--- config.mk ---
export PLATFORM = sky130hd
export DESIGN_NAME = fp_unpack_stage
export DESIGN_NICKNAME = d
export VERILOG_FILES = /design/src/rtl/fp_mp_pkg.sv /design/src/rtl/fp_field_classify.sv /design/src/rtl/fp_unpack_stage.sv
export SDC_FILE = /design/constraint.sdc
export NUM_CORES = 1
export LEC_CHECK = 0
export CORE_MARGIN = 1.5
export CORE_UTILIZATION = 50
export CTS_BUF_LIST = sky130_fd_sc_hd__clkbuf_4 sky130_fd_sc_hd__clkbuf_8
export DETAILED_ROUTE_END_ITERATION = 12
export HOLD_SLACK_MARGIN = 0.03
export PLACE_DENSITY_LB_ADDON = 0.1
export SLEW_MARGIN = 20
export SYNTH_ARGS = -nofsm -noshare
export SYNTH_HDL_FRONTEND = slang
export SYNTH_SLANG_ARGS = --single-unit
--- constraint.sdc ---
create_clock -name clk -period 1.9 [get_ports clk]
set_input_delay 0.285 -clock clk [delete_from_list [all_inputs] [get_ports clk]]
set_output_delay 0.285 -clock clk [all_outputs]
set_load 0.02 [all_outputs]
--- src/rtl/fp_mp_pkg.sv ---
// Shared definitions for the multi-precision FP datapath: formats, mode encoding,
// unpack-stage state enum and class-flag payload.
package fp_mp_pkg;

  // Internal unpacked operand widths
  localparam int unsigned MANT_W      = 24;
  localparam int unsigned EXP_W       = 8;

  // Native format field widths
  localparam int unsigned SGL_EXP_W   = 8;
  localparam int unsigned SGL_FRAC_W  = 23;
  localparam int unsigned HALF_EXP_W  = 5;
  localparam int unsigned HALF_FRAC_W = 10;

  // Packed word geometry
  localparam int unsigned WORD_W      = 32;
  localparam int unsigned HALF_W      = 16;

  // Mode encoding carried with each word / beat
  localparam logic SINGLE_MODE = 1'b0;
  localparam logic HALF_MODE   = 1'b1;

  // Unpack stage output-register occupancy
  typedef enum logic [1:0] {
    ST_EMPTY = 2'd0,
    ST_SGL   = 2'd1,
    ST_HLO   = 2'd2,
    ST_HHI   = 2'd3
  } state_t;

  // One-hot class flags; all zero means a normal number
  typedef struct packed {
    logic zero;
    logic inf;
    logic nan;
    logic sub;
  } fp_class_t;

endpackage

--- src/rtl/fp_field_classify.sv ---
// Combinational extract / classify / align for one operand (single or half).
// Optional build macro: FP_UNPACK_FTZ_EN flushes subnormals to signed zero.
module fp_field_classify
  import fp_mp_pkg::*;
(
  input  logic              mode,
  input  logic [WORD_W-1:0] operand,
  output logic              sign_c,
  output logic [EXP_W-1:0]  exp_c,
  output logic [MANT_W-1:0] mant_c,
  output fp_class_t         cls_c
);

  logic [EXP_W-1:0]  exp_raw;
  logic [MANT_W-2:0] frac_al;
  logic              exp_ones;
  logic              exp_zero;
  logic              frac_zero;

  // Pull the native fields and left-align the fraction under the hidden bit
  always_comb begin
    sign_c   = 1'b0;
    exp_raw  = '0;
    frac_al  = '0;
    exp_ones = 1'b0;
    if (mode == HALF_MODE) begin
      sign_c   = operand[HALF_W-1];
      exp_raw  = EXP_W'(operand[HALF_FRAC_W +: HALF_EXP_W]);
      frac_al  = {operand[HALF_FRAC_W-1:0], {(SGL_FRAC_W-HALF_FRAC_W){1'b0}}};
      exp_ones = &operand[HALF_FRAC_W +: HALF_EXP_W];
    end else begin
      sign_c   = operand[WORD_W-1];
      exp_raw  = EXP_W'(operand[SGL_FRAC_W +: SGL_EXP_W]);
      frac_al  = operand[SGL_FRAC_W-1:0];
      exp_ones = &operand[SGL_FRAC_W +: SGL_EXP_W];
    end
  end

  assign exp_zero  = (exp_raw == '0);
  assign frac_zero = (frac_al == '0);

  // Classify and build the internal exponent / mantissa
  always_comb begin
    cls_c  = '0;
    exp_c  = exp_raw;
    mant_c = {1'b1, frac_al};
    if (exp_zero) begin
      if (frac_zero) begin
        cls_c.zero = 1'b1;
        exp_c      = '0;
        mant_c     = '0;
      end else begin
`ifdef FP_UNPACK_FTZ_EN
        cls_c.zero = 1'b1;
        exp_c      = '0;
        mant_c     = '0;
`else
        // Subnormal: effective exponent is 1, no hidden bit
        cls_c.sub  = 1'b1;
        exp_c      = EXP_W'(1);
        mant_c     = {1'b0, frac_al};
`endif
      end
    end else if (exp_ones) begin
      if (frac_zero) begin
        cls_c.inf = 1'b1;
      end else begin
        cls_c.nan = 1'b1;
      end
    end
  end

endmodule

--- src/rtl/fp_unpack_stage.sv ---
// Operand unpacker: one packed word in (one single or two halves), one unpacked
// operand per beat out, registered output with a half-mode serializer.
// Optional build macro: FP_UNPACK_FTZ_EN (subnormal flush-to-zero, in fp_field_classify).
module fp_unpack_stage
  import fp_mp_pkg::*;
(
  input  logic              clk,
  input  logic              rst_n,
  input  logic              in_valid,
  output logic              in_ready,
  input  logic [WORD_W-1:0] in_data,
  input  logic              in_mode,
  output logic              out_valid,
  input  logic              out_ready,
  output logic              out_sign,
  output logic [EXP_W-1:0]  out_exp,
  output logic [MANT_W-1:0] out_mant,
  output logic              out_mode,
  output logic              out_last,
  output logic              out_zero,
  output logic              out_inf,
  output logic              out_nan,
  output logic              out_sub
);

  state_t            state_q;
  state_t            state_d;
  logic              accept;
  logic              load_word;
  logic              load_hi;
  logic              src_mode;
  logic [WORD_W-1:0] src_word;

  logic              valid_q;
  logic              last_q;
  logic              mode_q;
  logic              sign_q;
  logic [EXP_W-1:0]  exp_q;
  logic [MANT_W-1:0] mant_q;
  fp_class_t         cls_q;
  logic [HALF_W-1:0] hi_q;

  logic              sign_c;
  logic [EXP_W-1:0]  exp_c;
  logic [MANT_W-1:0] mant_c;
  fp_class_t         cls_c;

  // Accept only into an empty register or when the final beat is leaving
  assign in_ready = (state_q == ST_EMPTY) | (out_ready & last_q & valid_q);
  assign accept   = in_valid & in_ready;

  // Next-state and load controls
  always_comb begin
    state_d   = state_q;
    load_word = accept;
    load_hi   = 1'b0;
    case (state_q)
      ST_EMPTY: begin
        if (accept) begin
          state_d = (in_mode == HALF_MODE) ? ST_HLO : ST_SGL;
        end
      end
      ST_SGL, ST_HHI: begin
        if (out_ready) begin
          if (accept) begin
            state_d = (in_mode == HALF_MODE) ? ST_HLO : ST_SGL;
          end else begin
            state_d = ST_EMPTY;
          end
        end
      end
      ST_HLO: begin
        if (out_ready) begin
          state_d = ST_HHI;
          load_hi = 1'b1;
        end
      end
      default: begin
        state_d = ST_EMPTY;
      end
    endcase
  end

  // Classifier source: buffered hi half when advancing HLO->HHI, else the new word
  always_comb begin
    src_mode = in_mode;
    src_word = in_data;
    if (load_hi) begin
      src_mode = HALF_MODE;
      src_word = {{(WORD_W-HALF_W){1'b0}}, hi_q};
    end
  end

  fp_field_classify u_classify (
    .mode    (src_mode),
    .operand (src_word),
    .sign_c  (sign_c),
    .exp_c   (exp_c),
    .mant_c  (mant_c),
    .cls_c   (cls_c)
  );

  // State register
  always_ff @(posedge clk or negedge rst_n) begin
    if (!rst_n) begin
      state_q <= ST_EMPTY;
    end else begin
      state_q <= state_d;
    end
  end

  // Output register and hi-half buffer
  always_ff @(posedge clk or negedge rst_n) begin
    if (!rst_n) begin
      valid_q <= 1'b0;
      last_q  <= 1'b0;
      mode_q  <= 1'b0;
      sign_q  <= 1'b0;
      exp_q   <= '0;
      mant_q  <= '0;
      cls_q   <= '0;
      hi_q    <= '0;
    end else begin
      valid_q <= (state_d != ST_EMPTY);
      last_q  <= (state_d == ST_SGL) || (state_d == ST_HHI);
      if (load_word || load_hi) begin
        mode_q <= src_mode;
        sign_q <= sign_c;
        exp_q  <= exp_c;
        mant_q <= mant_c;
        cls_q  <= cls_c;
      end
      if (load_word && (in_mode == HALF_MODE)) begin
        hi_q <= in_data[WORD_W-1:HALF_W];
      end
    end
  end

  assign out_valid = valid_q;
  assign out_last  = last_q;
  assign out_mode  = mode_q;
  assign out_sign  = sign_q;
  assign out_exp   = exp_q;
  assign out_mant  = mant_q;
  assign out_zero  = cls_q.zero;
  assign out_inf   = cls_q.inf;
  assign out_nan   = cls_q.nan;
  assign out_sub   = cls_q.sub;

endmodule

==> flow_metrics.tcl, run 1 <==
set metrics [dict create \
    fin_hold_ws_ps 484.2 \
    maxCapViolCount 0 \
    wl_um 7433 \
    fin_cells 466 \
    leakagePower_nw 1.820 \
    vias 2572 \
    netlist_area_um2 2799 \
    globalRouteTotalUtil_pct 26.86 \
    hold_path.class "reg2reg" \
    path_max_fanout 3 \
    cp-end-kind "primary output" \
    finClkSkew_ps 8.923 \
    vias_per_cell 5.519 \
    antenna_found_initial 0 \
    io_pins 78 \
    cts_setup_buffers 0 \
    drt_pass1_iterations 4 \
    clkTransAtPathRegs_ps 60 \
    cp.required_ps 1620 \
    clk_latency_ps 340 \
    yosysWarningCount 0 \
    io_buffers 77 \
    dp_cells 449 \
    arrival_ps 1550 \
    setup_violations 0 \
    die_height_um 77.82 \
    fmax_mhz 546.1 \
    post-place-ws_ps -366.8 \
    irDropWorstVdd_uv 858.0 \
    fin_crit_ps 1831 \
    worst_setup_path_start_kind "flop" \
    design.core.area_um2 5439 \
    root_buffer "clkbuf_8" \
    outcome "complete, no violations" \
    utilization_pct 75.80 \
    powerDensity_nw_per_um2 1435 \
    area_growth_pct 47.30 \
    finalWeightedCongestion 0.8742 \
    die_w_um 77.82 \
    cts_tree "done" \
    ys_ff_latch 58 \
    post-dp-hpwl_um 5532 \
    syn-mean-instance-area_um2 10.14 \
    worst_slack_ps 68.73 \
    grt_pass1_wl_um 12360 \
    num-nets-final 426 \
    antenna_cells 0 \
    drc 0 \
    synth_area_leaders "dfrtp_1, mux2i_1, mux2_1" \
    ys_seq_area_share_pct 51.86 \
    max-slew-margin-rel_pct 54.97 \
    drv_slew 0 \
    ant_nets 0 \
    grt_pass1_vias 2445 \
    synthCells 276 \
    grt_max_degree 31 \
    cts_buffers 9 \
    hold_violations 0 \
    fin_crit_sh_pct 96.38 \
    drt_iter0_drc 210 \
    setup-tns-final_ps 0 \
    cts_buffer_depth 2 \
    clock_sinks 58 \
    grt_overflow 0 \
    drt-wirelength-per-cell_um 15.95 \
    drive_gt1_share_pct 17.51 \
    die-area_um2 6056 \
    rows 27 \
    start_util_pct 51.46 \
    htreeDepth 3 \
    syn-num-nets 313 \
    crit_type "reg2out" \
    tightest_slew_ps 675.5 \
    yosysUniqueCellTypes 36 \
    rsz0062_at_grt "false" \
    synth_top_area_share_pct 51.86 \
    synth_top_area_cell "dfrtp_1" \
]
area by class of cell:
cell class / count / area (um2)
Sequential cell: 58 / 1453
Fill cell: 401 / 1316
Multi-Input combinational cell: 200 / 1281
Timing Repair Buffer: 118 / 1101
Clock buffer: 14 / 180.2
Tap cell: 72 / 90.09
Clock inverter: 2 / 10.01
Inverter: 2 / 7.507
worst paths after layout:
path	from	endpoint	slack (ps)	cells past startpoint
setup / recovery	out_valid$_DFF_PN0_	in_ready	70	3
hold / removal	out_sub$_DFFE_PN0P_	out_sub$_DFFE_PN0P_	480	2
setup reg to reg	out_valid$_DFF_PN0_	out_exp[2]$_DFFE_PN0P_	210	7
hold reg to reg	out_sub$_DFFE_PN0P_	out_sub$_DFFE_PN0P_	480	2
max in group asynchronous	rst_n	hi_q[12]$_DFFE_PN0N_	800	3
min in group asynchronous	rst_n	out_mant[5]$_DFFE_PN0P_	520	2
what timing repair did:
item / in CTS / in global routing
gates resized for setup: 2 / 4
cloned: 0 / 0
endpoints found under the hold margin: 29 / 0
setup endpoints to repair: 3 / 9
hold buffers: 1 / 0
report_power, final:
part           total [mW]  switching (mW)  leakage, nW  internal (mW)
Clock                1.08           0.475        0.103          0.605
Sequential           2.17           0.380        0.728           1.79
Combinational        2.67            1.34        0.989           1.33
Total                5.92            2.19         1.82           3.72
layout by cell type, fill, tap and decap left out, types with 7 or more instances in the layout:
cell type	n
dfrtp_1	57
nand2_1	28
a22o_1	15
nor3_1	7
nor2_1	27
buf_4	38
clkdlybuf4s50_1	73
nand3_1	8
clkbuf_8	12
mux2i_1	17
o21ai_0	13
a21oi_1	26
mux2_1	12
metrics by stage:
stage	area, um2	total power, mW
after CTS	4108	5.934
after global routing	4123	6.275
final	4123	5.917
after detailed placement	3910	4.858
after floorplan	2799	3.542
after global placement	3910	4.794
registers in the layout (all words and copies together), names as in the netlist:
signal / count
out_sub: 1
out_sign: 1
out_nan: 1
out_inf: 1
out_exp: 8
out_mode: 1
out_mant: 24
hi_q: 16
state_q: 2
out_last: 1
out_valid: 1
out_zero: 1
worst max-delay path, stage by stage (launching register included):
cell	delay, ps
dfrtp_1	400
and3_1	220
or2_2	270
dlygate4sd2_1	320
kinds of logic (layout without fill, tap and decap cells):
kind of cell | count (synthesis) | in the layout | synth area share (%)
mux | 33 | 33 | 12.52
buf+inv | 18 | 136 | 2.906
compound gates | 72 | 72 | 15.91
flops | 58 | 58 | 51.86
simple gates | 95 | 95 | 16.81
Yosys cell counts (all sizes together):
library cell  count
a21o              2
mux2i            17
o21ai            18
o21a              2
nand4             2
nor3              7
or2               1
a22o             15
o21ba             1
nand2            29
nand2b            2
o22ai             1
and4              1
buf               8
a31oi             4
mux2             16
nand3b            6
or4               1
a22oi             2
and3              2
and3b             1
o31ai             1
a21oi            26
clkbuf            8
nor4              7
nand3             8
dfrtp            58
inv               2
nor2             28
layer usage:
metal,GRT usage [%],routed length (um)
met2,41.48,3534
met4,10.36,106
met1,38.56,3402
met3,3.294,390
met5,0,0
(Power assumes the default switching activity.)
==> run 2: changes to the inputs <==
- RECOVER_POWER: not set -> 100
==> run 2 against run 1 <==
Compared with the run above: first-iteration DRC count down 16%; critical endpoint unchanged; critical path depth stayed put; clock skew decreased by 0.80 ps; combinational power decreased by 6%; global-route usage is the same; cell area is 1.2% lower; total power is 2.9% lower.
==> flow_metrics.tcl, run 2 (synthesis results as in run 1) <==
set metrics [dict create \
    area_growth_pct 45.51 \
    p_seq_share_pct 37.4 \
    die_w_um 77.82 \
    wl_um 7452 \
    setup-tns-final_ps 0 \
    htreeDepth 3 \
    post-dp-hpwl_um 5532 \
    irDropWorstVdd_uv 833.4 \
    power_frac_comb_pct 43.7 \
    grt_max_degree 31 \
    crit_family "simple AND/OR/NAND/NOR gates" \
    cts_tree "done" \
    power_mw 5.744 \
    setup_violations 0 \
    drv_slew 0 \
    vias 2570 \
    path_cells "and3_1, or2_2, dlygate4sd2_1" \
    rsz0062_at_grt "false" \
    crit_type "reg2out" \
    swShare_pct 37.83 \
    clk_latency_ps 340 \
    path_max_fanout 3 \
    power.switching_mw 2.173 \
    cp-startpoint "out_valid$_DFF_PN0_" \
    cp_slowest_cell "dfrtp_1" \
    io_pins 78 \
    io_buffers 77 \
    power.internal_mw 3.571 \
    fin_hold_ws_ps 477.1 \
    grt_pass1_wl_um 12360 \
    clockPowerShare_pct 18.9 \
    drt_pass1_iterations 5 \
    max-slew-margin-rel_pct 52.22 \
    cp.required_ps 1620 \
    fin_cells 466 \
    antenna_cells 0 \
    finClkSkew_ps 8.126 \
    min_from "out_sub$_DFFE_PN0P_" \
    maxCapViolCount 0 \
    drt-wirelength-per-cell_um 15.99 \
    rr_startpoint "state_q[1]$_DFF_PN0_" \
    cts_buffers 9 \
    dp_cells 449 \
    start_util_pct 51.46 \
    outcome "complete, no violations" \
    utilization_pct 74.88 \
    die_height_um 77.82 \
    fin_crit_ps 1830 \
    tightest_slew_ps 716.7 \
    finalWeightedCongestion 0.8742 \
    arrival_ps 1550 \
    drt_iter0_drc 177 \
    hold_violations 0 \
    grt_pass1_vias 2445 \
    powerDensity_nw_per_um2 1410 \
    grt_overflow 0 \
    largest_reg_flops 24 \
    mostFrequentLayoutCells "dfrtp_1, dlygate4sd3_1, buf_4" \
    leakagePower_nw 1.884 \
    antenna_found_initial 0 \
    ant_nets 0 \
    drive_gt1_share_pct 17.01 \
    vias_per_cell 5.515 \
    drc 0 \
    fin_crit_sh_pct 96.32 \
    cts_buffer_depth 2 \
    globalRouteTotalUtil_pct 26.86 \
    clock_sinks 58 \
    design.core.area_um2 5439 \
    cp-end-kind "primary output" \
    fmax_mhz 546.4 \
    worst_setup_path_start_kind "flop" \
    die-area_um2 6056 \
    rows 27 \
    final_common_cell "dfrtp_1" \
    crit_buf_inv 1 \
    hold_path.class "reg2reg" \
    root_buffer "clkbuf_8" \
    cpPeakStageDelay_ps 400 \
    clkTransAtPathRegs_ps 60 \
    num-nets-final 426 \
]
run 2: metrics by stage:
step	setup slack, ps	instance area [um2]
floorplan	96.79	2799
global placement	-317.9	3910
detailed placement	-366.8	3910
CTS	22.35	4108
global route	22.69	4073
finish	69.90	4073
run 2: power by group through the flow:
stage	clock, mW	combinational, mW	sequential (mW)
after floorplan	0	1.02	2.53
after global placement	0	2.63	2.16
after detailed placement	0	2.68	2.18
after CTS	1.09	2.68	2.16
after global routing	1.14	2.73	2.23
final	1.08	2.51	2.15
run 2: worst min-delay path: cells and delay by family, from the launching register on:
| family | cells | cell delay, ps |
|---|---|---|
| and+or+nand+nor | 1 | 40 |
| DFF | 1 | 340 |
| AOI/OAI and AO/OA | 1 | 60 |
run 2: worst paths after layout:
path / end / slack (ps) / cells past startpoint
worst max-delay path: in_ready / 70 / 3
worst min-delay path: out_sub$_DFFE_PN0P_ / 480 / 2
worst max register to register: hi_q[4]$_DFFE_PN0N_ / 160 / 5
worst min register to register: out_sub$_DFFE_PN0P_ / 480 / 2
max in group asynchronous: out_exp[2]$_DFFE_PN0P_ / 440 / 3
min in group asynchronous: out_mant[5]$_DFFE_PN0P_ / 530 / 2
run 2: final cells by class:
class / instances / area (um2)
clock buffers: 14 / 180.2
clock inverters: 2 / 10.01
fillers: 410 / 1366
inverters: 2 / 7.507
multi-input cells: 200 / 1259
flip-flops and latches: 58 / 1453
well taps: 72 / 90.09
repair buffers: 118 / 1074
run 2: layer usage:
layer	global-route usage, %	vias up	share of wire [%]
met5	0	-	0
met4	10.36	0	1.4
met3	3.294	9	4.5
met2	41.48	80	48
met1	38.56	1248	46
li1	-	1233	-
run 2: timing repair:
| action | in CTS | in global routing |
|---|---|---|
| hold endpoints to repair | 29 | 0 |
| setup endpoints to repair | 3 | 9 |
| gates resized for setup | 2 | 4 |
| buffers inserted | 0 | 0 |
| hold buffers | 1 | 0 |
